`src/rtl/ps2_rx_fifo.sv`:
```
// PS/2 device-to-host receiver: synchronised inputs, start/data/parity/stop deframing,
// parity/framing/timeout checks and a first-word-fall-through byte FIFO.
module ps2_rx_fifo #(
    parameter int DATA_W         = 8,
    parameter int PARITY_EN      = 1,
    parameter int FIFO_DEPTH     = 4,
    parameter int SYNC_STAGES    = 2,
    parameter int TIMEOUT_CYCLES = 5000
) (
    input  logic                            clk,
    input  logic                            rst,
    input  logic                            ps2_clk,
    input  logic                            ps2_data,
    input  logic                            rd_en,
    input  logic                            err_clr,
    output logic [DATA_W-1:0]               rd_data,
    output logic                            empty,
    output logic                            full,
    output logic [$clog2(FIFO_DEPTH):0]     count,
    output logic                            bsy,
    output logic                            parity_err,
    output logic                            frame_err,
    output logic                            overflow,
    output logic                            timeout_err
);
    localparam int AW = $clog2(FIFO_DEPTH);
    localparam int CW = AW + 1;
    localparam int BW = $clog2(DATA_W + 1);
    localparam int TW = $clog2(TIMEOUT_CYCLES + 1);

    typedef enum logic [1:0] {IDLE, DATA, PAR, STOP} state_t;

    logic [SYNC_STAGES-1:0] clk_sync;
    logic [SYNC_STAGES-1:0] data_sync;
    logic                   clk_prev;
    logic                   fall;
    logic                   bit_in;

    state_t                 state;
    logic [BW-1:0]          bit_cnt;
    logic [DATA_W-1:0]      shreg;
    logic                   par_bit;
    logic [TW-1:0]          to_cnt;

    logic [DATA_W-1:0]      mem [FIFO_DEPTH];
    logic [AW-1:0]          wr_ptr;
    logic [AW-1:0]          rd_ptr;

    logic                   parity_ok;
    logic                   push;
    logic                   push_ok;
    logic                   pop;

    // Edge detect is registered so the fall pulse lands SYNC_STAGES+1 cycles after the pin.
    always_ff @(posedge clk or negedge rst) begin
        if (!rst) begin
            clk_sync  <= '1;
            data_sync <= '1;
            clk_prev  <= 1'b1;
            fall      <= 1'b0;
            bit_in    <= 1'b1;
        end else begin
            clk_sync  <= {clk_sync[SYNC_STAGES-2:0], ps2_clk};
            data_sync <= {data_sync[SYNC_STAGES-2:0], ps2_data};
            clk_prev  <= clk_sync[SYNC_STAGES-1];
            fall      <= clk_prev & ~clk_sync[SYNC_STAGES-1];
            bit_in    <= data_sync[SYNC_STAGES-1];
        end
    end

    assign parity_ok = (PARITY_EN == 0) || (^{shreg, par_bit});
    assign push      = (state == STOP) && fall && bit_in && parity_ok;
    assign push_ok   = push && (!full || rd_en);
    assign pop       = rd_en && !empty;

    always_ff @(posedge clk or negedge rst) begin
        if (!rst) begin
            state       <= IDLE;
            bit_cnt     <= '0;
            shreg       <= '0;
            par_bit     <= 1'b0;
            to_cnt      <= '0;
            bsy         <= 1'b0;
            parity_err  <= 1'b0;
            frame_err   <= 1'b0;
            overflow    <= 1'b0;
            timeout_err <= 1'b0;
        end else begin
            // Clear first so a same-cycle set below takes priority.
            if (err_clr) begin
                parity_err  <= 1'b0;
                frame_err   <= 1'b0;
                overflow    <= 1'b0;
                timeout_err <= 1'b0;
            end
            if (state == IDLE) begin
                to_cnt <= '0;
                if (fall && !bit_in) begin
                    state   <= DATA;
                    bit_cnt <= '0;
                    bsy     <= 1'b1;
                end
            end else if (fall) begin
                to_cnt <= '0;
                if (state == DATA) begin
                    shreg <= {bit_in, shreg[DATA_W-1:1]};
                    if (bit_cnt == BW'(DATA_W - 1)) begin
                        state <= (PARITY_EN != 0) ? PAR : STOP;
                    end else begin
                        bit_cnt <= bit_cnt + BW'(1);
                    end
                end else if (state == PAR) begin
                    par_bit <= bit_in;
                    state   <= STOP;
                end else begin
                    state <= IDLE;
                    bsy   <= 1'b0;
                    if (!bit_in) begin
                        frame_err <= 1'b1;
                    end else if (!parity_ok) begin
                        parity_err <= 1'b1;
                    end else if (!push_ok) begin
                        overflow <= 1'b1;
                    end
                end
            end else if (to_cnt == TW'(TIMEOUT_CYCLES - 1)) begin
                state       <= IDLE;
                bsy         <= 1'b0;
                timeout_err <= 1'b1;
                to_cnt      <= '0;
            end else begin
                to_cnt <= to_cnt + TW'(1);
            end
        end
    end

    always_ff @(posedge clk) begin
        if (push_ok) begin
            mem[wr_ptr] <= shreg;
        end
    end

    // A push into a full FIFO with a simultaneous pop reuses the slot being vacated.
    always_ff @(posedge clk or negedge rst) begin
        if (!rst) begin
            wr_ptr <= '0;
            rd_ptr <= '0;
            count  <= '0;
        end else begin
            if (push_ok) begin
                wr_ptr <= wr_ptr + AW'(1);
            end
            if (pop) begin
                rd_ptr <= rd_ptr + AW'(1);
            end
            if (push_ok && !pop) begin
                count <= count + CW'(1);
            end else if (pop && !push_ok) begin
                count <= count - CW'(1);
            end
        end
    end

    assign empty   = (count == '0);
    assign full    = (count == CW'(FIFO_DEPTH));
    assign rd_data = empty ? '0 : mem[rd_ptr];

endmodule

```
`config.mk`:
```
export PLATFORM = sky130hd
export DESIGN_NAME = ps2_rx_fifo
export DESIGN_NICKNAME = d
export VERILOG_FILES = /design/src/rtl/ps2_rx_fifo.sv
export SDC_FILE = /design/constraint.sdc
export NUM_CORES = 1
export LEC_CHECK = 0
export BUFFER_PORTS_ARGS = -buffer_cell sky130_fd_sc_hd__buf_2
export CORE_ASPECT_RATIO = 0.6
export CORE_MARGIN = 8
export CORE_UTILIZATION = 49
export CTS_CLUSTER_DIAMETER = 100
export DETAILED_ROUTE_END_ITERATION = 6
export GPL_TIMING_DRIVEN = 0
export PLACE_DENSITY_LB_ADDON = 0.2
export SYNTH_ARGS = -nofsm -noshare
export SYNTH_HDL_FRONTEND = slang
export SYNTH_SLANG_ARGS = --single-unit
```
`constraint.sdc`:
```
create_clock -name clk -period 2.3 [get_ports clk]
set_input_delay 0.23 -clock clk [delete_from_list [all_inputs] [get_ports clk]]
set_output_delay 0.23 -clock clk [all_outputs]
set_load 0.01 [all_outputs]
```
Word level (Yosys, flattened, before mapping)
Memories as Yosys holds them, arrays and structs flattened.
Index checks and enable logic that the tools add are counted.
- add/sub/neg operators: 6
- equal/unequal tests: 11
- mux-type cells: 51
- bitwise gates (word level): 4
- reduce and logical (&&, ||, !) cells: 26
- operators by type and width (cell ; count):
    two-way mux 13 bit ; 3
    two-way mux 1 bit ; 33
    two-way mux 4 bit ; 5
    two-way mux 2 bit ; 7
    adder 13 x 1 -> 13 bit, second input constant ; 1
    equality test 13 bit, second input constant ; 1
    AND reduction 4 bit ; 3
    XOR reduction 9 bit ; 1
    logical AND 1 bit ; 8
    two-way mux 8 bit ; 1
    two-way mux 3 bit ; 2
    != test 3 bit, second input constant ; 2
    AND reduction 3 bit ; 2
    nonzero test 2 bit ; 3
    logical NOT 1 bit ; 5
    adder 2 x 1 -> 2 bit, second input constant ; 2
    adder 4 x 1 -> 4 bit, second input constant ; 1
    equality test 2 bit, second input constant ; 2
    equality test 4 x 3 -> 1 bit, second input constant ; 1
    != test 4 x 3 -> 1 bit, second input constant ; 1
    adder 3 x 1 -> 3 bit, second input constant ; 1
    equality test 3 bit, second input constant ; 1
    logical NOT 3 bit ; 1
    inverter 1 bit ; 3
    other kinds (8) ; 8
- register bits: 47
- RAM bits: 32
- input bits: 6
- memories kept: 1
- memory list (name ; depth ; bits a word ; rd ports ; clocked after Yosys merged registers in ; write ports ; line ; RTL):
    mem ; 4 ; 8 ; 1 ; 0 ; 1 ; 45 ; logic [DATA_W-1:0] mem [FIFO_DEPTH];

Logic depth before layout (Yosys ltp)
Gate-level depths: netlist of the first run.
- word-level depth: 12
- mapped depth: 10
- depth with buffers taken out: 10

Least setup slack after synthesis of the first run
OpenSTA, ideal clock, no wires.
- kind: flip-flop to flip-flop
- start: register shreg[0]
- end: register count[2]
- arrival time: 2459 ps
- setup slack: -238 ps
- cell stages (with the launch flop): 10
- clock period less this slack: 2538 ps
- cells stage by stage: dfrtp_1 xnor3_1 or3b_1 mux2i_4 ha_1 inv_1 fa_1 xor2_1 nor2_1 xor2_1
- cells in the longest elaborated chain, start to end: 6
- elaborated cells between the ends (all ways): 8
- ends and longest elaborated chain (what ; line ; RTL):
    start, declared ; 41 ; logic [DATA_W-1:0] shreg;
    start signal, assigned ; 106 ; shreg <= {bit_in, shreg[DATA_W-1:1]};
    XOR reduction 9 bit * ; 71 ; assign parity_ok = (PARITY_EN == 0) || (^{shreg, par_bit});
    logical AND 1 bit * ; 72 ; assign push = (state == STOP) && fall && bit_in && parity_ok;
    logical AND 1 bit * ; 73 ; assign push_ok = push && (!full || rd_en);
    named net push_ok ; 51 ; logic push_ok;
    logical NOT 1 bit ; 158 ; end else if (pop && !push_ok) begin
    logical AND 1 bit ; 158 ;
    nonzero test 2 bit (no line) ; n/a ;
    end signal, assigned ; 157 ; count <= count + CW'(1);
    end signal, assigned ; 159 ; count <= count - CW'(1);
    end, declared ; 19 ; output logic [$clog2(FIFO_DEPTH):0] count,
The timed path passes the listed nets; every way through them passes the cells marked *.
A chain may end at the register's enable or synchronous reset.

Worst setup path after layout of the first run
- start: register shreg[0]
- end: register count[1]
Same word-level chain as after synthesis.

==> results by group, run 1 <==
Timing
  • Final hold vios: 0
  • Final max-slew violation count: 0
  • Fin crit period: 2.410 ns
  • Setup_tns: -0.2154 ns
  • Skew final: 0.005334 ns
  • Crit share post-route: 1.048
  • RSZ-0062 raised after global routing: yes
  • Final Worst Setup Slack: -0.1096 ns
  • Worst Tran Pin Value: 1.033 ns
  • Setup violations, final: 2
  • Fmax: 415.0 MHz
  • Slew HR: 0.3116

Routing
  • Drt drc: 0
  • Vias: 2125
  • Drt pass-1 iters: 4
  • Drt wl/cell: 15.18 microns
  • Post-route ant nets: 0
  • Drt total wl: 6.253 mm
  • Vias per cell: 5.158
  • Starting DRT DRC Count: 100

GRT
  • Initial antenna violation count: 0
  • All-Layer GR Usage: 0.1367
  • Vias in the first global route: 2144
  • Largest net degree at the start of global routing: 48
  • Grt ovf: 0
  • First-pass GRT wire length: 10.81 mm

Critical path
  • CP endpoint kind: flip-flop
  • FF-to-FF path depth: 7
  • RR Startpoint: shreg[0]$_DFFE_PN0P_
  • CP Data Required Time: 2.51 ns
  • Arrival @ worst endpoint: 2.62 ns
  • CP Launch Type: flip-flop
  • Crit Path Class: reg2reg
  • Internal reg-to-reg setup slack: -0.11 ns
  • Reg-to-reg critical path endpoint: count[1]$_DFFE_PN0P_
  • Crit-path max FO: 2

Floorplanning
  • Core area: 7117 sq um
  • DIE AREA: 10290 sq um
  • Initial Util: 0.4975
  • Die width: 125.7 microns
  • I/O Pins: 24
  • Die Height: 81.85 microns
  • Std-Cell Rows: 24

Yosys
  • Count of cell types in the netlist: 46
  • Post-synth top area share: 0.2898
  • Leading area contributor after synthesis: dfrtp_1
  • Cell Area, Synth: 3541 sq um
  • Largest cells by area after synthesis: dfrtp_1 29%, edfxtp_1 27%, mux4_2 5.1%
  • Post-synth EDFFs: 32
  • Yosys warnings: 0
  • Synth Register Bits: 79
  • Syn nets: 288
  • Main synth FF type: dfrtp_1
  • Seq/Total Area, Yosys: 0.6057
  • Async set-or-reset flop fraction in the synthesized netlist: 0.5949
  • Synth Area per Inst: 13.16 sq um
  • Post-Synthesis Cells: 269

Placement
  • DP Worst Slack: -0.4064 ns
  • Placed cell areas: 3777 sq um
  • Final GP Congestion: 0.7465
  • DP HPWL: 4.167 mm
  • Port bufs: 23

Cells and area
  • Multi-input gate area: 1326 sq um
  • Most common cell after layout, fill and taps aside: dfrtp_1
  • Flip-flop and latch area: 2153 sq um
  • Share of cells above drive strength 1: 0.2741
  • Area growth syn-to-layout: 18.55%
  • Post-Layout Inst Area: 4198 sq um
  • Commonest non-fill, non-tap cells in the layout: 34 x dfrtp_1, 32 x edfxtp_1, 30 x nand2_1
  • Fillers: 571
  • Layout net count: 335
  • Antenna diode count: 0

Clocking
  • Num CTS Buffers: 9
  • CTS Sinks: 79
  • Clock transition at the registers of the reported paths: 0.06 ns
  • CTS max path bufs: 2
  • Clk root buf: clkbuf_16
  • TritonCTS clock tree: done
  • Clk_lat worst skew: 0.33 ns
  • H-tree depth: 3

Run
  • Max_cap viols: 0

Power
  • Leak Pwr: 1.741 nW
  • P_int: 0.003449 W
  • Worst vdd ir: 0.5250 mV
  • Net Sw Frac: 0.3142
  • Clk pwr share: 0.276
  • Pwr Density: 1198 nW/um^2
  • P_sw: 0.001580 W
  • Sequential share of power: 0.379
  • Comb power frac: 0.344

Min path
  • Worst hold path class: in2async

Status
  • Status: finished, violations left
  • Failing checks: setup timing
[worst max-delay path, stage by stage (launching register included)]
cell and delay, ns:
dfrtp_1 0.37, xnor3_1 0.42, or3b_4 0.41, mux2i_4 0.16, ha_2 0.21, inv_2 0.04
fa_2 0.41, mux2_4 0.28
[power groups by stage]
stage,combinational (W),sequential (W),clock (W)
2_1_floorplan,0.00112,0.00194,0
3_3_place_gp,0.00152,0.00196,0
3_5_place_dp,0.00154,0.00197,0
4_1_cts,0.00175,0.00191,0.00143
5_1_grt,0.00194,0.00194,0.00149
6_report,0.00173,0.00191,0.00139
[synthesized netlist by cell type, types with 2 or more instances]
master,n
clkbuf_1,8
o21ai_0,8
and3b_1,2
ha_1,12
xor2_1,10
xnor2_1,11
mux2_2,2
dfrtp_1,41
mux2i_1,2
nor2b_1,2
and2_1,11
edfxtp_1,32
or3_1,3
a21oi_1,6
and2_2,4
nand3_1,7
nand2_1,30
nand2b_1,2
mux4_2,8
nand3b_1,4
nor4b_1,2
nor3_1,2
inv_1,12
nand4_1,6
buf_2,2
and4_1,2
nor2_1,14
dfstp_2,6
[timing repair]
action	CTS	global route
endpoints found under the setup margin	2	3
pin swaps	5	6
resized for setup	10	2
cloned	0	0
buffers inserted	10	2
endpoints found under the hold margin	2	0
hold buffers	2	0
[cells by family (layout without fill, tap and decap cells)]
group                      after synthesis  in the layout  share of synthesized area
buffers and inverters                   22             74                    0.02403
and+or+nand+nor                         95             95                     0.1428
AOI/OAI and AO/OA                       23             23                    0.04100
DFF                                     79             79                     0.6057
xor gates and xnor gates                23             23                    0.06501
muxes                                   14             14                    0.07350
adders and majority gates               13             13                    0.04806
[through the flow]
step                power (W)  std cells  utilization  hold slack, ns
floorplan            0.003052        269            -        -0.06559
global placement     0.003480        383       0.5308          0.3365
detailed placement   0.003516        383       0.5308          0.3365
CTS                  0.005088        410       0.5876         0.09521
global route         0.005368        412       0.5898          0.1053
finish               0.005030        412       0.5898         0.09114
[layout make-up]
cell class / instances / share of cell area
flip-flops and latches: 79 / 0.5130
plain buffers: 9 / 0.008942
well taps: 91 / 0.02712
clock buffers: 9 / 0.05365
inverters: 12 / 0.01073
clock inverters: 7 / 0.01699
repair buffers: 37 / 0.05365
multi-input cells: 168 / 0.3159
[sequential cells by signal, summed over array words and instances (netlist names)]
register	flops
bit_cnt	4
bit_in	1
bsy	1
clk_prev	1
clk_sync	2
count	3
data_sync	2
fall	1
frame_err	1
mem	32
overflow	1
par_bit	1
parity_err	1
rd_ptr	2
shreg	8
state	2
timeout_err	1
to_cnt	13
wr_ptr	2
[how the worst max path moves through the flow]
stage / from / to / slack [ns] / depth (start not counted)
2_1_floorplan: shreg[0]$_DFFE_PN0P_ / count[2]$_DFFE_PN0P_ / -0.23 / 9
3_3_place_gp: shreg[0]$_DFFE_PN0P_ / count[2]$_DFFE_PN0P_ / -0.41 / 9
3_5_place_dp: shreg[0]$_DFFE_PN0P_ / count[2]$_DFFE_PN0P_ / -0.41 / 9
4_1_cts: shreg[2]$_DFFE_PN0P_ / count[2]$_DFFE_PN0P_ / -0.12 / 9
5_1_grt: shreg[0]$_DFFE_PN0P_ / count[2]$_DFFE_PN0P_ / -0.27 / 9
6_report: shreg[0]$_DFFE_PN0P_ / count[1]$_DFFE_PN0P_ / -0.11 / 7
[layer usage]
layer	up-vias	global-route usage	wire [microns]
met3	7	0.04472	212
met4	0	0.05006	67
met2	32	0.1968	2638
met1	1041	0.1905	3336
met5	-	0	0
li1	1045	-	-
(Power assumes the default switching activity.)
==> run 2: changes to the inputs <==
Settings changed: CORE_MARGIN 8 to 10.
==> results by group, run 2 (synthesis gave the netlist of run 1 again) <==
Status
  • Status: finished, violations left (unchanged)
  • Failing checks: setup timing (unchanged)

Critical path
  • Crit-path leading delay family: XOR/XNOR gates (was adder cells)
  • Crit path max-delay cell type: dfrtp_2 (was xnor3_1)
  • Crit-path most repeated cell: xor2_1
  • CP endpoint kind: flip-flop (unchanged)
  • CP peak stage delay: 0.42 ns (about the same)
  • CP Launch Type: flip-flop (unchanged)
  • CP Data Required Time: 2.56 ns (was 2.51 ns)
  • FF-to-FF path depth: 9 (was 7)
  • Crit-path max FO: 3 (was 2)
  • CP bufs+invs: 1 (unchanged)
  • Critical Path Stages: 9 (was 7)
  • Cell Chain, Critical Path: xnor3_1 -> or3b_4 -> mux2i_4 -> ha_2 -> inv_2 -> fa_2 -> xor2_1 -> nor2_1 -> xor2_1 (was xnor3_1 -> or3b_4 -> mux2i_4 -> ha_2 -> inv_2 -> fa_2 -> mux2_4)
  • Crit Path Class: reg2reg (unchanged)
  • Arrival @ worst endpoint: 2.69 ns (was 2.62 ns)

Cells and area
  • Commonest non-fill, non-tap cells in the layout: 35 x dfrtp_1, 32 x edfxtp_1, 30 x nand2_1 (was 34 x dfrtp_1, 32 x edfxtp_1, 30 x nand2_1)
  • Post-layout util: 0.6102 (was 0.5898)
  • Share of cells above drive strength 1: 0.2516 (was 0.2741)
  • Largest register by flop count: mem (unchanged)
  • Non-Filler Instances: 401 (was 412)
  • Max reg flops: 32 (unchanged)
  • Most common cell after layout, fill and taps aside: dfrtp_1 (unchanged)
  • Layout net count: 328 (was 335)
  • Fillers: 555 (was 571)
  • Biggest regs: mem: 32 flops, to_cnt: 13 flops, shreg: 8 flops (unchanged)
  • Area growth syn-to-layout: 18.02% (was 18.55%)
  • Antenna diode count: 0 (unchanged)

Power
  • P_sw: 0.001515 W (was 0.001580 W)
  • Sequential share of power: 0.387 (was 0.379)
  • P_int: 0.003526 W (was 0.003449 W)
  • Leak Pwr: 1.730 nW (was 1.741 nW)
  • Comb power frac: 0.307 (was 0.344)
  • Clk pwr share: 0.306 (was 0.276)
  • Pwr Density: 1206 nW/um^2 (was 1198 nW/um^2)
  • Net Sw Frac: 0.3005 (was 0.3142)
  • Worst vdd ir: 0.6022 mV (was 0.5250 mV)

GRT
  • All-Layer GR Usage: 0.1229 (was 0.1367)
  • First-pass GRT wire length: 10.54 mm (was 10.81 mm)
  • Grt ovf: 0 (unchanged)
  • Vias in the first global route: 2022 (was 2144)
  • Largest net degree at the start of global routing: 48 (unchanged)
  • Initial antenna violation count: 0 (unchanged)

Floorplanning
  • I/O Pins: 24 (unchanged)
  • Std-Cell Rows: 23 (was 24)
  • Initial Util: 0.5170 (was 0.4975)
  • DIE AREA: 11140 sq um (was 10290 sq um)
  • Core area: 6849 sq um (was 7117 sq um)
  • Die width: 129.7 microns (was 125.7 microns)
  • Die Height: 85.85 microns (was 81.85 microns)

Timing
  • Setup violations, final: 2 (unchanged)
  • Slew HR: 0.3183 (was 0.3116)
  • Crit share post-route: 1.059 (was 1.048)
  • RSZ-0062 raised after global routing: yes (unchanged)
  • Skew final: 0.005397 ns (was 0.005334 ns)
  • Setup_tns: -0.2534 ns (was -0.2154 ns)
  • Final hold vios: 0 (unchanged)
  • Fmax: 410.7 MHz (was 415.0 MHz)
  • Final max-slew violation count: 0 (unchanged)
  • Worst hold slack: 0.08117 ns (was 0.09114 ns)
  • Worst Tran Pin Value: 1.023 ns (was 1.033 ns)
  • Final Worst Setup Slack: -0.1347 ns (was -0.1096 ns)
  • Fin crit period: 2.435 ns (was 2.410 ns)

Clocking
  • Num CTS Buffers: 9 (unchanged)
  • CTS max path bufs: 2 (unchanged)
  • Clock transition at the registers of the reported paths: 0.06 ns (about the same)
  • CTS Sinks: 79 (unchanged)
  • TritonCTS clock tree: done (unchanged)
  • Clk root buf: clkbuf_16 (unchanged)
  • Clk_lat worst skew: 0.33 ns (about the same)
  • H-tree depth: 3 (unchanged)

Placement
  • DP Worst Slack: -0.4714 ns (was -0.4064 ns)
  • Final GP Congestion: 0.7592 (was 0.7465)
  • DP HPWL: 4.401 mm (was 4.167 mm)
  • Port bufs: 23 (unchanged)
  • Dpl cells: 379 (was 383)

Routing
  • Starting DRT DRC Count: 152 (was 100)
  • Vias: 2073 (was 2125)
  • Drt pass-1 iters: 4 (unchanged)
  • Drt wl/cell: 15.48 microns (was 15.18 microns)
  • Vias per cell: 5.170 (was 5.158)
  • Post-route ant nets: 0 (unchanged)
  • Drt drc: 0 (unchanged)
  • Drt total wl: 6.209 mm (was 6.253 mm)

Run
  • Max_cap viols: 0 (unchanged)

Min path
  • Worst hold path class: in2async (unchanged)
==> run 2: changes by cell type in the layout (fill, tap and decap cells not counted), moves of 2 or more <==
cell	before	now
inv_6	2	0
clkbuf_16	9	11
buf_4	12	5
clkinvlp_4	2	0
clkbuf_8	0	2
clkbuf_1	6	8
==> run 2: stage by stage <==
step | area (sq um) | power (W)
6_report | 4179 | 0.005040
5_1_grt | 4179 | 0.005368
4_1_cts | 4169 | 0.005109
3_5_place_dp | 3772 | 0.003510
3_3_place_gp | 3772 | 0.003483
2_1_floorplan | 3548 | 0.003052
==> run 2: power by group through the flow <==
stage                     Clock (W)  Sequential, W  Combinational, W
final                       0.00154        0.00195           0.00155
after global routing        0.00165        0.00199           0.00173
after global placement            0        0.00196           0.00152
after detailed placement          0        0.00197           0.00154
after CTS                   0.00157        0.00195           0.00158
after floorplan                   0        0.00194           0.00112
==> run 2: cell type report <==
cell class,instances,area (sq um),area share
Clock inverter,1,30.03,0.007186
Inverter,12,45.04,0.01078
Clock buffer,15,310.3,0.07425
Timing Repair Buffer,30,172.7,0.04132
Sequential cell,79,2152,0.5150
Multi-Input combinational cell,168,1323,0.3165
Buffer,9,37.54,0.008982
Tap cell,87,108.9,0.02605
==> run 2: timing repair <==
| action | 4_1_cts | 5_1_grt |
|---|---|---|
| pin swaps | 7 | 6 |
| gates cloned | 0 | 0 |
| hold buffers | 2 | 0 |
| buffers inserted | 4 | 1 |
| setup endpoints to repair | 2 | 5 |
| gates resized for setup | 7 | 3 |
| endpoints found under the hold margin | 2 | 0 |
==> run 2: metal layers <==
layer,global-route usage,part of all wire
met5,0,0
met2,0.1649,0.41
met1,0.1711,0.53
met3,0.05409,0.047
met4,0.04268,0.0082
==> run 2: worst paths after layout <==
path	slack, ns	from	end
max	-0.13	shreg[0]$_DFFE_PN0P_	count[2]$_DFFE_PN0P_
min	0.08	rst	rd_ptr[0]$_DFFE_PN0P_
max reg2reg	-0.13	shreg[0]$_DFFE_PN0P_	count[2]$_DFFE_PN0P_
min reg2reg	0.35	data_sync[0]$_DFF_PN1_	data_sync[1]$_DFF_PN1_
max in group asynchronous	1.52	rst	shreg[1]$_DFFE_PN0P_
min in group clk	0.13	err_clr	timeout_err$_DFF_PN0_
